File: src/rtl/vga_timing_gen.sv
// Pixel-rate raster timing for the VGA DAC and frame-buffer readout.
// Counters scan (h, v); outputs are a registered decode of the pre-increment position.
module vga_timing_gen #(
  parameter int CLK_DIV  = 2,
  parameter int H_ACTIVE = 640,
  parameter int H_FP     = 16,
  parameter int H_SYNC   = 96,
  parameter int H_BP     = 48,
  parameter int V_ACTIVE = 480,
  parameter int V_FP     = 10,
  parameter int V_SYNC   = 2,
  parameter int V_BP     = 33
) (
  input  logic       clk,
  input  logic       rst,
  output logic [9:0] x,
  output logic [9:0] y,
  output logic       active_pixels,
  output logic       VGA_HS,
  output logic       VGA_VS,
  output logic       VGA_BLANK_N,
  output logic       VGA_SYNC_N,
  output logic       VGA_CLK,
  output logic       frame_tick
);

  localparam int H_TOTAL = H_ACTIVE + H_FP + H_SYNC + H_BP;
  localparam int V_TOTAL = V_ACTIVE + V_FP + V_SYNC + V_BP;
  localparam int DW      = (CLK_DIV > 2) ? $clog2(CLK_DIV) : 1;

  localparam logic [DW-1:0] D_MAX  = DW'(CLK_DIV - 1);
  localparam logic [DW-1:0] D_HALF = DW'(CLK_DIV / 2);

  localparam logic [9:0] H_MAX  = 10'(H_TOTAL - 1);
  localparam logic [9:0] H_ACT  = 10'(H_ACTIVE);
  localparam logic [9:0] HS_BEG = 10'(H_ACTIVE + H_FP);
  localparam logic [9:0] HS_END = 10'(H_ACTIVE + H_FP + H_SYNC);
  localparam logic [9:0] V_MAX  = 10'(V_TOTAL - 1);
  localparam logic [9:0] V_ACT  = 10'(V_ACTIVE);
  localparam logic [9:0] VS_BEG = 10'(V_ACTIVE + V_FP);
  localparam logic [9:0] VS_END = 10'(V_ACTIVE + V_FP + V_SYNC);

  logic [DW-1:0] r_d;
  logic [DW-1:0] w_d_next;
  logic          w_pix_en;
  logic          w_h_last;
  logic          w_v_last;
  logic [9:0]    r_h;
  logic [9:0]    r_v;

  logic [9:0]    r_x;
  logic [9:0]    r_y;
  logic          r_act;
  logic          r_hs;
  logic          r_vs;
  logic          r_vga_clk;
  logic          r_tick;

  always_comb begin
    w_pix_en = (r_d == D_MAX);
    w_d_next = w_pix_en ? '0 : r_d + DW'(1);
    w_h_last = (r_h == H_MAX);
    w_v_last = (r_v == V_MAX);
  end

  always_ff @(posedge clk) begin
    if (rst) begin
      r_d       <= '0;
      r_h       <= '0;
      r_v       <= '0;
      r_x       <= '0;
      r_y       <= '0;
      r_act     <= 1'b0;
      r_hs      <= 1'b1;
      r_vs      <= 1'b1;
      r_vga_clk <= 1'b0;
      r_tick    <= 1'b0;
    end else begin
      r_d       <= w_d_next;
      // Low for the first half of each pixel, so the DAC samples mid-pixel
      r_vga_clk <= (w_d_next >= D_HALF);
      r_tick    <= 1'b0;
      if (w_pix_en) begin
        r_h <= w_h_last ? '0 : r_h + 10'd1;
        if (w_h_last) begin
          r_v <= w_v_last ? '0 : r_v + 10'd1;
        end
        r_x    <= r_h;
        r_y    <= r_v;
        r_act  <= (r_h < H_ACT) && (r_v < V_ACT);
        r_hs   <= !((r_h >= HS_BEG) && (r_h < HS_END));
        r_vs   <= !((r_v >= VS_BEG) && (r_v < VS_END));
        r_tick <= (r_h == '0) && (r_v == V_ACT);
      end
    end
  end

  assign x             = r_x;
  assign y             = r_y;
  assign active_pixels = r_act;
  assign VGA_HS        = r_hs;
  assign VGA_VS        = r_vs;
  assign VGA_BLANK_N   = r_act;
  assign VGA_SYNC_N    = 1'b0;
  assign VGA_CLK       = r_vga_clk;
  assign frame_tick    = r_tick;

endmodule

File: config.mk
export PLATFORM = sky130hd
export DESIGN_NAME = vga_timing_gen
export DESIGN_NICKNAME = d
export VERILOG_FILES = /design/src/rtl/vga_timing_gen.sv
export SDC_FILE = /design/constraint.sdc
export NUM_CORES = 1
export LEC_CHECK = 0
export CORE_MARGIN = 5
export CORE_UTILIZATION = 48
export DETAILED_ROUTE_END_ITERATION = 8
export PLACE_DENSITY = 0.77
export SYNTH_ARGS = -nofsm -noshare
export SYNTH_HDL_FRONTEND = slang
export SYNTH_SLANG_ARGS = --single-unit
File: constraint.sdc
create_clock -name clk -period 1.62 [get_ports clk]
set_input_delay 0.162 -clock clk [delete_from_list [all_inputs] [get_ports clk]]
set_output_delay 0.162 -clock clk [all_outputs]
set_load 0.03 [all_outputs]
### Yosys cells after proc, flatten, opt, wreduce, memory -nomap -nowiden

Index checks and enable logic that the tools add are counted.

* bits in registers: 46
* input bits: 2
* word-level logic and storage cells: 36

* add/subtract/negate cells: 3
* order comparisons: 7
* equal/unequal tests: 3
* multiplexer cells: 3
* bitwise logic cells: 1
* reduce and logical (&&, ||, !) cells: 9

Operators by type and width (number)
* $add 10x1->10 const B: 2
* $eq 10x10->1 const B: 2
* $lt 10x10->1 const B: 2
* $lt 10x9->1 const B: 2
* $mux 10: 2
* $eq 10x9->1 const B: 1
* $ge 10x10->1 const B: 1
* $ge 10x9->1 const B: 1
* $logic_not 10->1: 1
* $logic_and 1x1->1: 4
* $logic_not 1->1: 2
* $reduce_and 2->1: 1
* $reduce_or 2->1: 1
* $add 1x1->1 const B: 1
* $ge 1x1->1 const B: 1
* $mux 1: 1
* $not 1->1: 1

### Depth between registers and ports, before layout

* depth after elaboration: 3
* gate-level depth with buffers: 6
* gate-level depth less buffers: 6

### Least setup slack after synthesis

OpenSTA, ideal clock, no wires.

* path kind: reg2reg
* start point: register r_d
* end point: register r_v[7]
* setup time: 70 ps
* arrival: 1565 ps
* data required time: 1550 ps
* path slack: -15 ps
* cell stages (with the launch flop): 7
* path through: dfxtp_1 -> clkbuf_1 -> and4_1 -> buf_6 -> nand4_4 -> or3_1 -> a21oi_1

* word-level cells in the longest chain between the ends: 1

RTL lines
* from (decl): line 43 `logic [DW-1:0] r_d;`
* from (signal assigned): line 79 `r_d <= w_d_next;`
* $reduce_and 2->1 (no source line)
* to (signal assigned): line 86 `r_v <= w_v_last ? '0 : r_v + 10'd1;`
* to (decl): line 49 `logic [9:0] r_v;`

Every way passes these cells.
A chain may end at the register's enable or synchronous reset.

### Worst setup path in the final report

* start point: register r_h[0]
* end point: register r_v[7]

* word-level cells in the longest chain between the ends: 2

RTL lines
* from (decl): line 48 `logic [9:0] r_h;`
* from (signal assigned): line 84 `r_h <= w_h_last ? '0 : r_h + 10'd1;`
* $eq 10x10->1: line 62 `w_h_last = (r_h == H_MAX);`
* $reduce_and 2->1 (no source line)

Every way passes these cells.

==> results.cfg <==
[status]
status = completed

[hold_path]
min_to = r_v[0]$_SDFFE_PP0P_
hold_path.class = flip-flop to flip-flop
min_path_cells = 2
min_from = r_v[0]$_SDFFE_PP0P_

[worst_setup_path]
crit_chain = ha_2, and4_4, nand4_4, or3_1, a21oi_1
regToRegEndpoint = r_v[7]$_SDFFE_PP0P_
crit_type = flip-flop to flip-flop
max_stage_delay_ps = 370
worstReg2RegStart = r_h[0]$_SDFFE_PP0P_
cp-end-kind = flip-flop
crit_fanout = 5
r2r.worst_path.cells = 5
rrSetupSlack_ps = 60
cp_num_buf_inv = 0
required_ps = 1860
crit_path_start_kind = flip-flop
cpMaxStageDelayCell = or3_1
crit_family = simple AND/OR/NAND/NOR gates
crit_arrival_ps = 1800

[detailed_routing]
route.detailed.drc = 0
drt_iter0_drc = 58
drt-total-wl_mm = 4.28
vias = 1613
firstDrtPassIters = 4
ant_nets = 0
wire_per_inst_um = 14.2
via_per_inst = 5.36

[synthesis]
synth_fp_nets = 220
yosysSeqAreaShare = 0.451
synth_ff_type = dfxtp_1
ys_ff_latch = 45
synth_top_cell_by_area = dfxtp_1
synth_edf_count = 0
async_reset_ff_frac = 0
synthesis.area_mm2 = 0.00200
netlist_top_cells_area = dfxtp_1 45%, mux2i_1 11%, nor2_1 6.6%
yosysTopAreaCellShare = 0.451
yosysWarnings = 0
postSynthAreaPerCell_um2 = 9.33
ys_types = 40
synth_cells = 214

[clock_tree]
clockBufferDepth = 2
clock_latency_ps = 310
cts_made_buffers = 5
numClockSinks = 45
postCtsSetupRepairBufs = 0
cts_tree = yes
cts-root-buf = clkbuf_8
path_clk_slew_ps = 90
htree_levels = 2

[final_layout]
num-nets-final = 256
layout_commonest_cell = dfxtp_1
mostFrequentLayoutCells = 43 x dfxtp_1, 35 x nor2_1, 26 x clkdlybuf4s50_1
num_antenna_cells = 0
area.growth.synth_to_final_pct = 26.6
drive_gt1_frac = 0.147

[floorplan]
die_w_um = 74.5
core-area_mm2 = 0.00403
initial_core_util = 0.496
die_h_um = 74.5
die-area_mm2 = 0.00555
rows = 23
io_pins = 29

[global_routing]
overflow = 0
grt_pass1_vias = 1509
grt_max_degree = 26
antenna_found_initial = 0
grt_pass1_wl_mm = 6.87
grt_use_total = 0.160

[power_and_ir_drop]
vdd_drop_max_mv = 0.467
leakagePower_nw = 0.983
power_density_mw_per_mm2 = 840

[sta]
skew_ps = 14.2
post-route-period-util = 0.963
fmax_mhz = 641
drv_slew = 0
setup_viol = 0
fin_setup_tns_ps = 0
hold_violations = 0
holdWs_ps = 485
layout_min_cycle_time_ps = 1560
fin_ws_ps = 60.2

[job]
maxCapViolCount = 0

[place]
routabilityCongestion = 0.895
numPortBuffers = 27
post-dp-hpwl_mm = 3.05
pre_cts_ws_ps = -57.9
-- routing by layer --
layer / GRT usage / up-vias / share of wire
met5: 0 / - / 0
met3: 0.0365 / 9 / 0.041
met1: 0.208 / 753 / 0.47
met4: 0.0692 / 0 / 0.020
li1: - / 812 / -
met2: 0.253 / 39 / 0.47
-- synth_stat cells (all sizes together), types with 2 or more instances --
cell and n:
and4 3, dfxtp 45, clkbuf 5, xor2 10, and3 3, nor2 35
nand4 9, buf 10, nand3 12, inv 4, or3 2, mux2i 22
o21ai 2, nor4 3, nand2 7, a21oi 7, nor3 13, xnor2 3
nand2b 2, ha 4
-- flip-flops by register name (all words and copies together), names as in the netlist --
register     count
r_h             10
frame_tick       1
r_v             10
r_d              1
y               10
VGA_VS           1
x               10
VGA_HS           1
VGA_BLANK_N      1
-- power by group --
group | internal, mW | switching, mW | total [mW]
clock | 0.503 | 0.374 | 0.877
sequential | 1.11 | 0.00610 | 1.12
combinational | 0.0511 | 0.0744 | 0.126
-- stage by stage --
stage               instances  area [um^2]  utilization  power, mW
finish                    301         2530        0.627       2.12
global route              301         2530        0.627       2.19
CTS                       301         2510        0.622       2.14
detailed placement        293         2380        0.590       1.27
global placement          293         2380        0.590       1.27
floorplan                 214         2000            -       1.23
-- layout make-up --
cell class                 count  area (um^2)
clock inverter                 1         30.0
timing repair buffer          44          399
clock buffer                   7         86.3
multi-input combinational    150         1030
inverter                       4         15.0
fill                         357         1500
tap                           50         62.6
sequential                    45          903
-- worst min-delay path, cell delays in order, from the launching register on --
cell     delay, ps
dfxtp_2        350
nand2_1         60
a21oi_1         50
-- worst max-delay path by stage --
stage / start / endpoint / slack, ps / depth (start not counted)
floorplan: r_d$_SDFF_PP0_ / r_v[7]$_SDFFE_PP0P_ / 80 / 6
global placement: r_h[0]$_SDFFE_PP0P_ / r_v[9]$_SDFFE_PP0P_ / 80 / 5
detailed placement: r_h[0]$_SDFFE_PP0P_ / r_v[7]$_SDFFE_PP0P_ / -60 / 5
CTS: r_d$_SDFF_PP0_ / VGA_CLK / 20 / 3
global route: r_v[0]$_SDFFE_PP0P_ / r_v[3]$_SDFFE_PP0P_ / -20 / 6
finish: r_h[0]$_SDFFE_PP0P_ / r_v[7]$_SDFFE_PP0P_ / 60 / 5
-- cells by family (layout without fill, tap and decap cells) --
family / after synthesis / after routing / synth area share
muxes: 22 / 22 / 0.110
AOI/OAI and AO/OA: 11 / 11 / 0.0320
buffers and inverters: 19 / 56 / 0.0464
DFF: 45 / 45 / 0.451
adders and majority gates: 4 / 4 / 0.0251
xor gates and xnor gates: 13 / 13 / 0.0570
and+or+nand+nor: 99 / 99 / 0.276
other: 1 / 1 / 0.00188
-- timing repair --
item                                   4_1_cts  5_1_grt
pin swaps                                    0        4
endpoints found under the hold margin        0        0
setup endpoints to repair                    7        9
resized for setup                            3        5
cloned                                       0        0
hold buffers                                 0        0
(Power assumes the default switching activity.)
